[config.mk]
export PLATFORM = sky130hd
export DESIGN_NAME = stage_fetch
export DESIGN_NICKNAME = d
export VERILOG_FILES = /design/src/rtl/stage_fetch_pkg.sv /design/src/rtl/fetch_skid.sv /design/src/rtl/stage_fetch.sv
export SDC_FILE = /design/constraint.sdc
export NUM_CORES = 1
export LEC_CHECK = 0
export BUFFER_PORTS_ARGS = -buffer_cell sky130_fd_sc_hd__buf_2
export CAP_MARGIN = 40
export CORE_UTILIZATION = 33
export DETAILED_ROUTE_END_ITERATION = 7
export GPL_ROUTABILITY_DRIVEN = 0
export SLEW_MARGIN = 10
export SYNTH_ARGS = -nofsm -noshare
export SYNTH_HDL_FRONTEND = slang
export SYNTH_SLANG_ARGS = --single-unit
[constraint.sdc]
create_clock -name clk_i -period 2.59 [get_ports clk_i]
set_input_delay 0.518 -clock clk_i [delete_from_list [all_inputs] [get_ports clk_i]]
set_output_delay 0.518 -clock clk_i [all_outputs]
set_load 0.02 [all_outputs]
[src/rtl/stage_fetch_pkg.sv]
// rtl/stage_fetch_pkg.sv - shared fetch/decode types and constants
package stage_fetch_pkg;

  typedef logic [31:0] word_t;
  typedef logic [31:0] pc_t;

  localparam word_t NOP_INSTR = 32'h0000_0013;

  typedef enum logic [1:0] {
    FS_RUN   = 2'd0,
    FS_STALL = 2'd1,
    FS_HALT  = 2'd2
  } fetch_state_t;

  // Word-align an address by forcing the byte offset to zero.
  function automatic pc_t align_pc(input pc_t addr);
    return addr & 32'hFFFF_FFFC;
  endfunction

endpackage

[src/rtl/fetch_skid.sv]
// rtl/fetch_skid.sv - one-entry skid register for the fetch stage
module fetch_skid
  import stage_fetch_pkg::*;
(
  input  logic        clk,
  input  logic        reset,
  input  logic        clr,
  input  logic        load,
  input  logic [31:0] load_pc,
  input  logic [31:0] load_ir,
  input  logic        byp_valid,
  input  logic [31:0] byp_pc,
  input  logic [31:0] byp_ir,
  output logic        held,
  output logic        out_valid,
  output logic [31:0] out_pc,
  output logic [31:0] out_ir
);

  logic        held_r;
  logic [31:0] pc_r;
  logic [31:0] ir_r;

  // Capture a word that returned while decode was stalled; clear wins over load.
  always_ff @(posedge clk) begin
    if (reset || clr) begin
      held_r <= 1'b0;
      pc_r   <= '0;
      ir_r   <= NOP_INSTR;
    end else if (load) begin
      held_r <= 1'b1;
      pc_r   <= load_pc;
      ir_r   <= load_ir;
    end
  end

  // A held entry is older than the live memory response, so it is presented first.
  always_comb begin
    held      = held_r;
    out_valid = held_r ? 1'b1 : byp_valid;
    out_pc    = held_r ? pc_r : byp_pc;
    out_ir    = held_r ? ir_r : byp_ir;
  end

endmodule

[src/rtl/stage_fetch.sv]
// rtl/stage_fetch.sv - instruction fetch stage feeding the decoder
module stage_fetch
  import stage_fetch_pkg::*;
#(
  parameter logic [31:0] RESET_VECTOR = 32'h0000_0000
) (
  input  logic        clk_i,
  input  logic        reset_i,
  output logic [31:0] imem_addr_o,
  input  logic [31:0] imem_data_i,
  input  logic        stall_i,
  input  logic        jmp_valid_i,
  input  logic [31:0] jmp_addr_i,
  input  logic        halt_i,
  output logic [31:0] ir_o,
  output logic [31:0] pc_o,
  output logic        valid_o
);

  localparam pc_t RESET_PC = align_pc(RESET_VECTOR);

  fetch_state_t state_r, state_next;

  pc_t         pc_r, pc_next;
  logic        resp_valid_r, resp_valid_next;
  pc_t         resp_pc_r;
  logic        last_valid_r;
  word_t       last_ir_r;
  pc_t         last_pc_r;

  pc_t         jmp_target;
  logic        jump_take;
  logic        halting;
  logic        skid_load, skid_clr, skid_held;
  logic        sel_valid;
  logic [31:0] sel_pc, sel_ir;
  word_t       byp_ir;

  assign jmp_target = align_pc(jmp_addr_i);
  assign halting    = halt_i || (state_r == FS_HALT);
  assign jump_take  = jmp_valid_i && !halting;
  assign byp_ir     = resp_valid_r ? imem_data_i : NOP_INSTR;

  fetch_skid u_skid (
    .clk       (clk_i),
    .reset     (reset_i),
    .clr       (skid_clr),
    .load      (skid_load),
    .load_pc   (resp_pc_r),
    .load_ir   (imem_data_i),
    .byp_valid (resp_valid_r),
    .byp_pc    (resp_pc_r),
    .byp_ir    (byp_ir),
    .held      (skid_held),
    .out_valid (sel_valid),
    .out_pc    (sel_pc),
    .out_ir    (sel_ir)
  );

  // State register.
  always_ff @(posedge clk_i) begin
    if (reset_i) state_r <= FS_RUN;
    else         state_r <= state_next;
  end

  // Next state: halt is sticky, a jump always lands in RUN, otherwise follow stall.
  always_comb begin
    state_next = state_r;
    case (state_r)
      FS_HALT: state_next = FS_HALT;
      default: begin
        if (halt_i)         state_next = FS_HALT;
        else if (jump_take) state_next = FS_RUN;
        else if (stall_i)   state_next = FS_STALL;
        else                state_next = FS_RUN;
      end
    endcase
  end

  // Fetch address, PC update and skid control. Only words issued in RUN without a
  // redirect are kept; a jump re-issues the target so its word arrives two cycles on.
  always_comb begin
    imem_addr_o     = pc_r;
    pc_next         = pc_r;
    resp_valid_next = 1'b0;
    skid_load       = 1'b0;
    skid_clr        = 1'b0;
    if (reset_i) begin
      imem_addr_o = RESET_PC;
    end else begin
      if (jump_take) imem_addr_o = jmp_target;
      if (halting)                pc_next = pc_r;
      else if (jump_take)         pc_next = jmp_target;
      else if (state_r == FS_RUN) pc_next = pc_r + 32'd4;
      resp_valid_next = (state_r == FS_RUN) && !halt_i && !jump_take;
      skid_load       = (state_r == FS_STALL) && resp_valid_r && !halting && !jump_take;
      skid_clr        = halting || jump_take || ((state_r == FS_RUN) && skid_held);
    end
  end

  // Decode-facing outputs: RUN shows skid-or-live word, STALL repeats, HALT emits bubbles.
  always_comb begin
    valid_o = 1'b0;
    ir_o    = NOP_INSTR;
    pc_o    = last_pc_r;
    if (reset_i) begin
      pc_o = '0;
    end else begin
      case (state_r)
        FS_RUN: begin
          valid_o = sel_valid;
          ir_o    = sel_valid ? sel_ir : NOP_INSTR;
          pc_o    = sel_valid ? sel_pc : last_pc_r;
        end
        FS_STALL: begin
          valid_o = last_valid_r;
          ir_o    = last_ir_r;
          pc_o    = last_pc_r;
        end
        default: ;
      endcase
    end
  end

  // PC, in-flight response tag and the copy of what decode saw last cycle.
  always_ff @(posedge clk_i) begin
    if (reset_i) begin
      pc_r         <= RESET_PC;
      resp_valid_r <= 1'b0;
      resp_pc_r    <= '0;
      last_valid_r <= 1'b0;
      last_ir_r    <= NOP_INSTR;
      last_pc_r    <= '0;
    end else begin
      pc_r         <= pc_next;
      resp_valid_r <= resp_valid_next;
      resp_pc_r    <= imem_addr_o;
      last_valid_r <= valid_o;
      last_ir_r    <= ir_o;
      last_pc_r    <= pc_o;
    end
  end

endmodule
Word-level counts from Yosys, hierarchy flattened
Index checks and enable logic that the tools add are counted.
- bits in latches: 0
- ROM bits: 0
- memories: 0
- word-level logic and storage cells: 55
- output and inout bits: 97
- register bits after elaboration: 197
- bits in writable memories: 0
- mux-type cells: 22
- magnitude comparators: 0
- bitwise operators: 1
- shifts and indexed selects: 0
- multiply operators: 0
- div/mod/pow operators: 0
- eq/ne operators: 2
- reductions and logical operators: 18
- $add $sub $neg: 1
- operators with widths (operator ; number):
    $mux 32 ; 12
    $pmux 32 s2 ; 1
    $add 32x3->32 const B ; 1
    $logic_and 1x1->1 ; 7
    $mux 1 ; 6
    $logic_or 1x1->1 ; 4
    $mux 2 ; 2
    $reduce_or 4->1 ; 1
    $logic_not 1->1 ; 3
    $eq 2x1->1 const B ; 1
    $eq 2x2->1 const B ; 1
    $logic_not 2->1 ; 1
    $pmux 1 s2 ; 1
    $reduce_and 2->1 ; 1
    $reduce_bool 2->1 ; 1
    $not 1->1 ; 1

Logic depth before layout (Yosys ltp)
- depth in word-level cells: 8
- depth in mapped cells: 7

By module
A second synthesis with hierarchy kept.
- cells, all modules: 1056
- area total of the unflattened synthesis: 8979.9 um^2
- modules (own cells, without submodules) (module ; cells each ; instances ; area each (um^2)):
    stage_fetch ; 773 ; 1 ; 5898.2
    fetch_skid ; 283 ; 1 ; 3081.7

Worst setup path after synthesis
Ideal clock, no wire load.
- path type: register to output
- from: reg state_r[0]
- to: out pc_o[10]
- stages on the path, launching flop included: 8
- buffers on the path: 3
- arrival time: 1.849 ns
- slack: 0.223 ns
- path through: dfxtp_1 -> buf_2 -> or2_1 -> buf_2 -> nor2_2 -> buf_2 -> nor2_1 -> a211oi_1
- cells in the longest elaborated chain, start to end: 3
- RTL lines (element ; RTL line ; RTL):
    from (decl) ; stage_fetch.sv:22 ; fetch_state_t state_r, state_next;
    from (signal assigned) ; stage_fetch.sv:63 ; else state_r <= state_next;
    $logic_not 2->1 ; stage_fetch.sv:109 ; case (state_r)
    $mux 32 ; stage_fetch.sv:109 ;
    $mux 32 ; stage_fetch.sv:106 ; if (reset_i) begin
    to (decl) ; stage_fetch.sv:16 ; output logic [31:0] pc_o,
No other way between the ends.

Worst setup path in the final report
- from: reg state_r[0]
- to: out pc_o[21]
The elaborated chain is that of the path after synthesis.

==> impl_results.md <==
- Status: complete, no violations
- Share of cells above drive strength 1: 20.31%
- Final hold vios: 0
- Clock transition at path regs: 0.08 ns
- Wire length per cell: 14.99 um
- Drt pass-1 iters: 5
- CP max-delay cell: dfxtp_2
- Hold-fix buffers at CTS: 0
- Global-route usage over all layers: 17.25%
- Placed cells: 1,535
- Overflow left after global routing: 0
- Post-route ant nets: 0
- Vias/cell: 5.044
- Peak VDD IR: 0.0003980 V
- Slew Viols, Final: 0
- RSZ-0062 raised after global routing: true
- PwrDens: 631.0 nW/um2
- Synth-to-layout area growth: 22.37%
- DRT iter0 DRCs: 457
- Cell Chain, Critical Path: or2_1 -> nor2_4 -> buf_12 -> buf_4 -> nor2_1 -> a211oi_1 -> buf_4
- Clk buf depth: 2
- H-tree levels: 4
- Sink Count: 193
- Fin cells: 1,572
- Crit start category: flip-flop
- Worst path most repeated cell: buf_4
- I/O pin total: 166
- Most used DFF post-synth: dfxtp_1
- Seq/Total Area, Yosys: 44.68%
- Yosys reg bits: 193
- Hold WC Path Type: in -> reg
- Remaining DRCs: 0
- Worst setup margin: 0.02823 ns
- Yosys top cell area share: 44.68%
- Top cells by area, synth: dfxtp_1 (45%), a21oi_1 (12%), nand2_1 (10%)
- Leakage: 3.834 nW
- Post-synth EDFFs: 0
- DIE AREA: 26,860 um2
- Setup CP Type: reg -> out
- Die H: 163.9 um
- CP delay by family, top: buffers and inverters
- Final-stage net count: 1,298
- Post-synth ARST share: 0%
- Initial antenna violation count: 2
- Critical Path End Type: output pin
- Row cnt: 58
- Worst Path Max Fanout: 24
- Largest area contributor in the netlist: dfxtp_1
- Fillers: 2,585
- Die width: 163.9 um
- Data arrival time of the critical path: 2.04 ns
- IO buf count: 161
- Final setup viols: 0
- Post-route clock skew: 0.009135 ns
- Critical path required time: 2.07 ns
- CTS buffer count: 17
- Worst path buffer plus inverter count: 3
- Largest net degree at the start of global routing: 84
- Worst-skew pair later-pin latency: 0.43 ns
- Ys Warns: 0
- Initial core utilization: 33.95%
- Fin crit share: 98.91%
- First-pass GRT wire length: 36,330 um
- Core Region: 25,470 um2
- Fmax: 0.3904 GHz
- Vias in the first global route: 6,875
- Detailed-placement wirelength estimate: 15,830 um
- Root buf cell: clkbuf_16
- Post-Place Worst Slack: 0.2194 ns
- Worst slew pin tran: 0.5406 ns
- Drt total wl: 23,570 um
- Worst path max stage delay: 0.37 ns
- Internal reg-to-reg setup slack: 0.59 ns
- Max_slew headroom: 63.82%
- Tmin final: 2.562 ns
- TritonCTS clock tree: built
- Syn Area/Cell: 7.805 um2
- Cell Area, Synth: 8648 um2
- Via count: 7,929
- Max cap viols: 0
- Gate count of the mapped netlist: 1,108
- Yosys cell types: 54
## layout by cell type (no fill, tap or decap), drive strengths merged, types with 3 or more instances in the layout
cell type / netlist / layout
a211oi: 71 / 71
a21oi: 202 / 202
a311oi: 4 / 4
and2: 4 / 4
and3: 8 / 8
and4: 7 / 7
buf: 40 / 191
bufinv: 0 / 3
clkbuf: 54 / 19
conb: 1 / 3
dfxtp: 193 / 193
inv: 8 / 15
mux2: 3 / 3
mux2i: 31 / 31
nand2: 230 / 230
nand3: 15 / 15
nand3b: 30 / 30
nand4: 13 / 13
nor2: 115 / 115
nor2b: 3 / 3
nor3: 7 / 7
nor3b: 3 / 3
o21a: 5 / 5
o21ai: 16 / 16
or3: 4 / 4
xnor2: 6 / 6
xor2: 10 / 10
## cell type report
class / instances / area [um2] / share of cell area [%]
Tap cell: 330 / 412.9 / 3.902
Timing Repair Buffer: 193 / 1241 / 11.73
Clock buffer: 18 / 439.2 / 4.150
Inverter: 8 / 30.03 / 0.2838
Sequential cell: 193 / 3869 / 36.56
Multi-Input combinational cell: 815 / 4397 / 41.55
Antenna cell: 1 / 2.502 / 0.02365
Clock inverter: 14 / 191.4 / 1.809
## stage by stage
| step | hold slack (ns) | utilization (%) | setup TNS, ns | cell area, um2 | power, mW |
|---|---|---|---|---|---|
| 4_1_cts | 0.2853 | 41.33 | 0 | 10530 | 6.736 |
| 3_3_place_gp | 0.4368 | 38.46 | 0 | 9796 | 3.890 |
| 3_5_place_dp | 0.4432 | 38.56 | 0 | 9823 | 3.904 |
| 2_1_floorplan | 0.4312 | - | 0 | 8656 | 3.643 |
| 6_report | 0.3117 | 41.55 | 0 | 10580 | 6.678 |
| 5_1_grt | 0.3167 | 41.55 | -0.7672 | 10580 | 6.947 |
## sequential cells by signal (all words and copies together), names as in the netlist
| register | count |
|---|---|
| last_ir_r | 32 |
| last_pc_r | 32 |
| u_skid.ir_r | 32 |
| resp_pc_r | 31 |
| u_skid.pc_r | 31 |
| pc_r | 30 |
| state_r | 2 |
| last_valid_r | 1 |
| resp_valid_r | 1 |
| u_skid.held | 1 |
## worst register-to-register path: cells and delay by family (launching register included)
family	cells	cell delay, ns
fa+ha+maj	1	0.19
simple gates	3	0.89
xor+xnor	1	0.18
compound gates	1	0.24
flops	1	0.41
## path summary, 6_finish.rpt
path | cells after the start | startpoint | end
setup / recovery | 7 | state_r[0] | pc_o[21]
hold / removal | 3 | imem_data_i[0] | u_skid.ir_r[0]
setup reg to reg | 6 | pc_r[2] | pc_r[28]
hold reg to reg | 2 | resp_pc_r[11] | u_skid.pc_r[11]
## per-layer routing
metal  wire [um]  global-route usage [%]
met4         248                   5.766
met5           0                       0
met1       11620                   24.30
met2       10620                   26.66
met3        1085                   2.702
## cells in the mapped netlist, types with 6 or more instances
| master | number |
|---|---|
| xnor2_1 | 6 |
| nor2_1 | 114 |
| inv_1 | 8 |
| o21ai_0 | 15 |
| a21oi_1 | 200 |
| nand2_1 | 230 |
| nand4_1 | 12 |
| nor3_1 | 6 |
| dfxtp_1 | 193 |
| nand3_1 | 15 |
| a211oi_1 | 71 |
| buf_1 | 9 |
| and3_1 | 8 |
| nand3b_1 | 30 |
| and4_1 | 7 |
| clkbuf_1 | 54 |
| xor2_1 | 10 |
| mux2i_1 | 31 |
| buf_2 | 26 |
## power by group
group	internal [mW]	switching (mW)
clock	1.58	1.24
sequential	3.06	0.0646
combinational	0.268	0.464
total	4.91	1.76
## repair_timing
| item | CTS | global route |
|---|---|---|
| gates cloned | 1 | 1 |
| endpoints found under the setup margin | 27 | 41 |
| gates resized for setup | 7 | 10 |
| setup buffers | 2 | 0 |
| pin swaps | 1 | 0 |
## cells by family (layout without fill, tap and decap cells)
family	after synthesis	after routing	synth area share, %
XOR/XNOR	16	16	1.620
multiplexers	34	34	3.979
adder cells (fa/ha/maj)	1	1	0.1447
AND/OR/NAND/NOR	446	446	23.05
AO/OA/AOI/OAI	315	315	21.38
flip-flops	193	193	44.68
buffers and inverters	102	233	5.107
other	1	4	0.04336
Note: power is estimated with default switching activity, not from simulation.
